<file path="config.mk">
export PLATFORM = sky130hd
export DESIGN_NAME = urv_exec_divider
export DESIGN_NICKNAME = d
export VERILOG_FILES = /design/src/rtl/urv_exec_divider.sv
export SDC_FILE = /design/constraint.sdc
export NUM_CORES = 1
export LEC_CHECK = 0
export ABC_AREA = 1
export BUFFER_PORTS_ARGS = -buffer_cell sky130_fd_sc_hd__clkbuf_2
export CORE_ASPECT_RATIO = 0.6
export CORE_MARGIN = 1.5
export CORE_UTILIZATION = 35
export DETAILED_ROUTE_END_ITERATION = 12
export GPL_ROUTABILITY_DRIVEN = 0
export PLACE_DENSITY = 0.6
export SYNTH_ARGS = -nofsm -noshare
export SYNTH_HDL_FRONTEND = slang
export SYNTH_SLANG_ARGS = --single-unit
</file>
<file path="constraint.sdc">
create_clock -name clk_i -period 4.5 [get_ports clk_i]
set_input_delay 0.225 -clock clk_i [delete_from_list [all_inputs] [get_ports clk_i]]
set_output_delay 0.225 -clock clk_i [all_outputs]
set_load 0.005 [all_outputs]
</file>
<file path="src/rtl/urv_exec_divider.sv">
// Iterative restoring divider for DIV/DIVU/REM/REMU in the uRV execute stage.
// Optional build macro: URV_DIV_EARLY_OUT_EN (skip iterations when |rs1| < |rs2|).
module urv_exec_divider #(
    parameter int unsigned XLEN           = 32,
    parameter int unsigned BITS_PER_CYCLE = 1
) (
    input  logic            clk_i,
    input  logic            rst_i,
    input  logic            x_stall_i,
    input  logic            x_kill_i,
    output logic            x_stall_req_o,
    input  logic            d_valid_i,
    input  logic            d_is_divide_i,
    input  logic [2:0]      d_fun_i,
    input  logic [XLEN-1:0] d_rs1_i,
    input  logic [XLEN-1:0] d_rs2_i,
    output logic [XLEN-1:0] x_rd_o,
    output logic            x_done_o
);

    localparam int unsigned N  = XLEN / BITS_PER_CYCLE;
    localparam int unsigned CW = $clog2(N + 1);
    localparam logic [XLEN-1:0] MinVal = {1'b1, {(XLEN-1){1'b0}}};

    typedef enum logic [1:0] {StIdle, StBusy, StFixup, StDone} state_e;

    state_e            state_q, state_d;
    logic [XLEN-1:0]   q_q, q_d;
    logic [XLEN-1:0]   r_q, r_d;
    logic [XLEN-1:0]   div_q, div_d;
    logic [CW-1:0]     cnt_q, cnt_d;
    logic              q_neg_q, q_neg_d;
    logic              r_neg_q, r_neg_d;
    logic              is_rem_q, is_rem_d;
    logic [XLEN-1:0]   rd_q, rd_d;
    logic              stall, done;

    logic              start, sgn, rs1_neg, rs2_neg, div0, ovf;
    logic [XLEN-1:0]   abs1, abs2;
    logic              unused_fun;

    // funct3[2] is implied by d_is_divide_i.
    assign unused_fun = d_fun_i[2];

    always_comb begin
        start   = d_valid_i & d_is_divide_i & ~x_kill_i;
        sgn     = ~d_fun_i[0];
        rs1_neg = sgn & d_rs1_i[XLEN-1];
        rs2_neg = sgn & d_rs2_i[XLEN-1];
        abs1    = rs1_neg ? -d_rs1_i : d_rs1_i;
        abs2    = rs2_neg ? -d_rs2_i : d_rs2_i;
        div0    = (d_rs2_i == '0);
        ovf     = sgn & (d_rs1_i == MinVal) & (d_rs2_i == '1);
    end

    // Restoring steps chained combinationally; shifted value is XLEN+1 bits wide.
    logic [XLEN-1:0] sq [BITS_PER_CYCLE+1];
    logic [XLEN-1:0] sr [BITS_PER_CYCLE+1];
    logic [XLEN:0]   trial;

    always_comb begin
        trial = '0;
        sq[0] = q_q;
        sr[0] = r_q;
        for (int i = 0; i < int'(BITS_PER_CYCLE); i++) begin
            trial = {sr[i], sq[i][XLEN-1]} - {1'b0, div_q};
            if (!trial[XLEN]) begin
                sr[i+1] = trial[XLEN-1:0];
                sq[i+1] = {sq[i][XLEN-2:0], 1'b1};
            end else begin
                sr[i+1] = {sr[i][XLEN-2:0], sq[i][XLEN-1]};
                sq[i+1] = {sq[i][XLEN-2:0], 1'b0};
            end
        end
    end

    always_comb begin
        state_d  = state_q;
        q_d      = q_q;
        r_d      = r_q;
        div_d    = div_q;
        cnt_d    = cnt_q;
        q_neg_d  = q_neg_q;
        r_neg_d  = r_neg_q;
        is_rem_d = is_rem_q;
        rd_d     = rd_q;
        stall    = 1'b0;
        done     = 1'b0;

        unique case (state_q)
            StIdle: begin
                if (start) begin
                    stall    = 1'b1;
                    div_d    = abs2;
                    cnt_d    = CW'(N);
                    // Divide-by-zero keeps the all-ones quotient unsigned.
                    q_neg_d  = (rs1_neg ^ rs2_neg) & ~div0;
                    r_neg_d  = rs1_neg;
                    is_rem_d = d_fun_i[1];
                    if (div0) begin
                        q_d     = '1;
                        r_d     = abs1;
                        state_d = StFixup;
                    end else if (ovf) begin
                        q_d     = MinVal;
                        r_d     = '0;
                        state_d = StFixup;
`ifdef URV_DIV_EARLY_OUT_EN
                    end else if (abs1 < abs2) begin
                        q_d     = '0;
                        r_d     = abs1;
                        state_d = StFixup;
`endif
                    end else begin
                        q_d     = abs1;
                        r_d     = '0;
                        state_d = StBusy;
                    end
                end
            end
            StBusy: begin
                stall = 1'b1;
                q_d   = sq[BITS_PER_CYCLE];
                r_d   = sr[BITS_PER_CYCLE];
                cnt_d = cnt_q - CW'(1);
                if (cnt_q == CW'(1)) begin
                    state_d = StFixup;
                end
            end
            StFixup: begin
                stall = 1'b1;
                if (is_rem_q) begin
                    rd_d = r_neg_q ? -r_q : r_q;
                end else begin
                    rd_d = q_neg_q ? -q_q : q_q;
                end
                state_d = StDone;
            end
            StDone: begin
                done = 1'b1;
                if (!x_stall_i) begin
                    state_d = StIdle;
                end
            end
            default: state_d = StIdle;
        endcase

        if (x_kill_i) begin
            state_d = StIdle;
            rd_d    = rd_q;
            stall   = 1'b0;
            done    = 1'b0;
        end
    end

    always_ff @(posedge clk_i) begin
        if (rst_i) begin
            state_q  <= StIdle;
            q_q      <= '0;
            r_q      <= '0;
            div_q    <= '0;
            cnt_q    <= '0;
            q_neg_q  <= 1'b0;
            r_neg_q  <= 1'b0;
            is_rem_q <= 1'b0;
            rd_q     <= '0;
        end else begin
            state_q  <= state_d;
            q_q      <= q_d;
            r_q      <= r_d;
            div_q    <= div_d;
            cnt_q    <= cnt_d;
            q_neg_q  <= q_neg_d;
            r_neg_q  <= r_neg_d;
            is_rem_q <= is_rem_d;
            rd_q     <= rd_d;
        end
    end

    assign x_stall_req_o = stall & ~rst_i;
    assign x_done_o      = done & ~rst_i;
    assign x_rd_o        = rd_q;

endmodule

</file>
==> flow_metrics.tcl, run 1 <==
set metrics [dict create \
    synth_edf_count 0 \
    r2r-start "state_q[0]" \
    grt_start_max_net_pins 73 \
    r2r_cells 9 \
    route.detailed.wl_per_inst_um 18.0 \
    setup-violations-final 0 \
    final_slew_viol_count 0 \
    total_negative_slack_ns 0 \
    grt_first_pass_wirelength_mm 79.5 \
    area_growth_syn_to_layout_pct 11.3 \
    clock_buffer_depth 2 \
    internal-power_uw 2780 \
    pwr-share-comb_pct 39.9 \
    layout_worst_path_cycle_share_pct 64.7 \
    clock_tree_from_tritoncts "done" \
    status "finished, final reports clean" \
    critical_path_required_ns 4.90 \
    netlist_top_cells_count "nand2_1, inv_1, nor2_1" \
    critPathLaunch "state_q[0]" \
    via_per_inst 5.33 \
    floorplan.die_area_mm2 0.0400 \
    worstHoldPathType "input pin to register" \
    layout-drive-gt1-share_pct 11.5 \
    ys_ff_latch 139 \
    rr_endpoint "r_q[29]" \
    postSynthNetCount 2458 \
    timing.reg2reg.setup_slack_ns 1.59 \
    cts_resized 0 \
    syn_area_mm2 0.0136 \
    critical_path.max_fanout 37 \
    num-nets-final 2514 \
    max_slew.worst_pin.slew_ns 0.996 \
    synth_area_leaders "dfxtp_1, nand2_1, inv_1, nand3_1, nor2_1" \
    drv_cap 0 \
    vdd.ir_drop.worst_uv 172 \
    maxClockFrequency_mhz 343 \
    post-route-worst-setup-slack_ns 1.59 \
    crit_path_end "r_q[29]" \
    port_buffers 105 \
    dpl.hpwl_mm 41.8 \
    initial_util_pct 35.8 \
    antennaDiodeCount 0 \
    async_reset_ff_share_pct 0 \
    insertion_delay_ns 0.47 \
    finalClockSkew_ns 0.0173 \
    stdcell_count 2921 \
    dr.first_iter.drc_count 2116 \
    num_io_pins 107 \
    net-switching-power_uw 2090 \
    swShare_pct 42.8 \
    sequentialPowerShare_pct 27.6 \
    synth_flop_cell "dfxtp_1" \
    netlist-cell-type-count 51 \
    clock_tree.root_cell "clkbuf_16" \
    postCtsSetupRepairBufs 0 \
    yosysTopAreaCellShare_pct 20.5 \
    dp_cells 2889 \
    setup.worst_path.end_class "register" \
    cts_hold_buffers 0 \
    crit_type "register to register" \
    drc 0 \
    post_synth_inst_count 2339 \
    global_route.overflow_total 0 \
    synth-warning-count 0 \
    post-synth-top-area-cell "dfxtp_1" \
    chipHeight_um 155 \
    route.antenna.remaining_nets 0 \
    gr-usage-all-layers_pct 26.1 \
    cellPowerDensity_mw_per_mm2 323 \
    design.core.area_mm2 0.0379 \
    synth-seq-area-share_pct 20.5 \
    fin_crit_ns 2.91 \
    cts_made_buffers 17 \
    ctsHtreeMaxLevel 4 \
    core.rowCount 55 \
    die_w_um 257 \
    routed-via-count 15600 \
    hold_viol_final 0 \
    avgSynthCellArea_um2 5.80 \
    power.static_leakage_uw 0.00764 \
    drt-total-wl_mm 52.6 \
    antenna_found_initial 0 \
    rsz0062_at_grt "false" \
    slew_headroom_pct 33.3 \
    clk_pin_slew_ns 0.07 \
    vias_in_the_first_global_route 13700 \
    clock_sink_count 139 \
    start_kind "register" \
    yosys.cell_count.top_type "nand2_1" \
    pre_cts_ws_ns 1.68 \
    cp_data_arrival_time_ns 3.31 \
    drt-pass1-iter-count 6 \
    share_of_the_core_filled_with_cells_in_the_final_layout_pct 39.8 \
    power_frac_clock_pct 32.5 \
]
-- power groups by stage --
stage | combinational (µW) | sequential (µW) | clock [µW]
5_1_grt | 2140 | 1350 | 1650
6_report | 1940 | 1340 | 1580
3_5_place_dp | 1870 | 1370 | 0
3_3_place_gp | 1840 | 1370 | 0
2_1_floorplan | 1390 | 1350 | 0
4_1_cts | 1870 | 1340 | 1590
-- how the worst min path moves through the flow --
stage	start	to	slack, ns	cells after the start
finish	x_kill_i	state_q[0]	0.05	4
global route	x_kill_i	state_q[1]	0.07	4
CTS	x_kill_i	state_q[0]	0.03	4
detailed placement	div_q[31]	div_q[31]	0.46	2
global placement	div_q[31]	div_q[31]	0.46	2
floorplan	d_rs2_i[27]	div_q[27]	0.36	2
-- critical path: stages (launching register included) --
cell and delay [ns]:
dfxtp_1 0.40, inv_1 0.12, ha_1 0.27, inv_1 0.08, nor2_2 0.05, inv_2 0.49, o21ai_4 0.37, inv_2 0.64
a21oi_1 0.20, a21oi_1 0.18
-- cells by family after synthesis --
kind of cell	synth area share [%]
compound gates	17.7
buf+inv	13.9
simple gates	40.5
xor+xnor	3.10
fa+ha+maj	4.30
flops	20.5
-- cell type report --
| cell class | count | area [µm²] |
|---|---|---|
| inverters | 400 | 1510 |
| clock buffers | 17 | 425 |
| multi-input cells | 1719 | 8900 |
| repair buffers | 118 | 623 |
| clock inverters | 15 | 211 |
| well taps | 513 | 642 |
| fillers | 4129 | 22800 |
| flip-flops and latches | 139 | 2780 |
-- metal layers --
metal	wire [µm]	vias up	global-route usage, %	share of wire [%]
met3	8160	65	11.9	16
li1	-	7606	-	-
met4	814	2	5.41	1.5
met5	159	-	2.78	0.30
met2	18400	830	32.2	35
met1	25100	7065	39.4	48
-- cells in the final DEF (no fill, tap or decap), types with 23 or more instances in the layout --
cell | netlist | routed
nand3_1 | 216 | 216
nand4_1 | 23 | 23
ha_1 | 45 | 44
dfxtp_1 | 139 | 139
nor2_1 | 242 | 242
o211ai_1 | 40 | 40
nor3_1 | 31 | 31
a21oi_1 | 164 | 164
xor2_1 | 38 | 38
nand3_2 | 23 | 23
nand2_4 | 28 | 28
o21ai_0 | 168 | 168
a21oi_2 | 24 | 24
nand2_1 | 590 | 590
clkbuf_2 | 0 | 105
inv_1 | 384 | 383
-- flip-flops by register name (all words and copies together), names as in the netlist --
| name | flops |
|---|---|
| x_rd_o | 32 |
| is_rem_q | 1 |
| state_q | 2 |
| q_q | 32 |
| q_neg_q | 1 |
| r_q | 32 |
| div_q | 32 |
| r_neg_q | 1 |
| cnt_q | 6 |
-- metrics by stage --
stage	hold slack [ns]	cell area [µm²]	power, µW
after floorplan	0.363	13600	2740
after detailed placement	0.462	14500	3230
after global routing	0.0680	15100	5140
final	0.0462	15100	4870
after global placement	0.460	14500	3210
after CTS	0.0280	15100	4810
(Power assumes the default switching activity.)
==> run 2, diff against run 1 <==
- clock period: 4.5 -> 2.8 ns (I/O delays scaled with it)
==> run 2 against run 1 <==
  * Sequential power increased by 61%
  * Hold slack got worse by 0.0060 ns
  * Global-route usage grew 0.34 points
  * Flip-flop and latch count stayed put
  * Setup slack lost 1.5 ns
  * Combinational power is 68% higher
  * Clock power grew 46%
==> flow_metrics.tcl, run 2 (synthesized netlist as in run 1, its figures left out) <==
set metrics [dict create \
    stdcell_count 2956 \
    dpl.hpwl_mm 43.0 \
    grt_start_max_net_pins 61 \
    placedInstanceArea_mm2 0.0147 \
    num_io_pins 107 \
    critical_path.max_fanout 18 \
    r2r_cells 17 \
    start_kind "register" \
    insertion_delay_ns 0.46 \
    dr.first_iter.drc_count 2216 \
    clock_buffer_depth 2 \
    global_route.overflow_total 0 \
    core.rowCount 55 \
    drt-total-wl_mm 53.5 \
    route.detailed.wl_per_inst_um 18.1 \
    grt_first_pass_wirelength_mm 80.9 \
    path_cells "inv_1 > ha_1 > fa_1 > inv_1 > nand3_2 > nand2_4 > nand2_4 > nand2_4 > nand2_4 > nand2_4 > nand2_8 > nand2_4 > nand2_8 > nand2_8 > nand2_1 > nand3_1 > a21oi_1" \
    cp_data_arrival_time_ns 3.01 \
    clock_tree_from_tritoncts "done" \
    routed-wl-met3_mm 8.00 \
    gr-usage-all-layers_pct 26.5 \
    layout-drive-gt1-share_pct 12.6 \
    drc 0 \
    rsz0062_at_grt "false" \
    critical_path_required_ns 3.14 \
    ctsHtreeMaxLevel 4 \
    power.static_leakage_uw 0.00781 \
    die_w_um 257 \
    layout.cells.most_common "nand2_1" \
    area_growth_syn_to_layout_pct 13.2 \
    final_slew_viol_count 0 \
    r2r-start "q_q[31]" \
    max_slew.worst_pin.slew_ns 0.738 \
    design.core.area_mm2 0.0379 \
    vdd.ir_drop.worst_uv 342 \
    cts_made_buffers 17 \
    drt-pass1-iter-count 6 \
    crit_type "register to register" \
    chipHeight_um 155 \
    drv_cap 0 \
    clk_pin_slew_ns 0.07 \
    cp_slowest_cell "fa_1" \
    rr_endpoint "r_q[1]" \
    cellPowerDensity_mw_per_mm2 502 \
    via_per_inst 5.36 \
    setup.worst_path.end_class "register" \
    fin_crit_ns 2.66 \
    layout_worst_path_cycle_share_pct 95.2 \
    min_path_cells 3 \
    timing.reg2reg.setup_slack_ns 0.14 \
    clock_sink_count 139 \
    critPathLaunch "q_q[31]" \
    routed-via-count 15800 \
    dp_cells 2920 \
    detailroute.wirelength.met2_mm 18.9 \
    hold_ws_ns 0.0402 \
    initial_util_pct 35.8 \
    antenna_found_initial 0 \
    slowest_delay_ns 0.43 \
    status "finished, final reports clean" \
    routedLengthMet1_mm 25.7 \
    fin_area_mm2 0.0153 \
    finalClockSkew_ns 0.0152 \
    top_layer_used "met4" \
    port_buffers 105 \
    setup-violations-final 0 \
    commonest_cells_after_routing_fill_and_taps_aside "nand2_1, inv_1, nor2_1" \
    crit_path_end "r_q[1]" \
    maxClockFrequency_mhz 375 \
    fillCellCount 4066 \
    hold_viol_final 0 \
    total_negative_slack_ns 0 \
    vias_in_the_first_global_route 13800 \
    route.antenna.remaining_nets 0 \
    worstHoldPathType "input pin to register" \
    num-nets-final 2548 \
    crit_top_cell "nand2_4" \
    clock_tree.root_cell "clkbuf_16" \
    floorplan.die_area_mm2 0.0400 \
    slew_headroom_pct 50.6 \
]
[run 2: stage by stage]
stage	util [%]	setup WS (ns)	power (µW)
after global routing	40.5	0.00225	8120
after global placement	38.9	0.236	5260
after detailed placement	38.9	0.151	5300
final	40.5	0.135	7710
after CTS	40.4	0.140	7610
after floorplan	-	0.495	4410
[run 2: power by group]
group | switching (µW) | internal [µW] | leakage (µW)
Clock | 1120 | 1190 | 0.000284
Combinational | 2260 | 983 | 0.00639
Sequential | 95.5 | 2060 | 0.00113
Total | 3480 | 4230 | 0.00781
[run 2: how the worst min path moves through the flow]
stage	start	endpoint	slack [ns]
finish	d_rs2_i[0]	div_q[0]	0.04
global route	d_rs2_i[0]	div_q[0]	0.03
CTS	d_rs2_i[0]	div_q[0]	0.01
detailed placement	x_kill_i	state_q[1]	0.45
global placement	x_kill_i	state_q[0]	0.44
floorplan	d_rs2_i[27]	div_q[27]	0.28
[run 2: area by class of cell]
cell class | count | area (µm²) | area share [%]
inverter | 400 | 1510 | 9.81
antenna | 1 | 2.50 | 0.0163
timing repair buffer | 152 | 936 | 6.10
tap | 513 | 642 | 4.18
clock buffer | 17 | 425 | 2.77
clock inverter | 15 | 149 | 0.970
sequential | 139 | 2780 | 18.1
multi-input combinational | 1719 | 8900 | 58.0
[run 2: layer usage]
| layer | global-route usage [%] | vias to the layer above |
|---|---|---|
| met3 | 10.4 | 55 |
| li1 | - | 7648 |
| met4 | 5.88 | 0 |
| met2 | 33.1 | 903 |
| met5 | 0 | - |
| met1 | 40.7 | 7237 |
[run 2: critical path, delay by kind of cell (launching register included)]
kind | cells | cell delay [ns]
and+or+nand+nor | 12 | 1.25
adders and majority gates | 2 | 0.66
DFF | 1 | 0.36
buffers and inverters | 2 | 0.21
AOI/OAI and AO/OA | 1 | 0.08
[run 2: repair_timing]
| action | 4_1_cts | 5_1_grt |
|---|---|---|
| resized for setup | 0 | 1 |
| endpoints found under the setup margin | 0 | 5 |
| endpoints found under the hold margin | 4 | 0 |
| setup buffers | 0 | 0 |
| hold buffers | 3 | 0 |
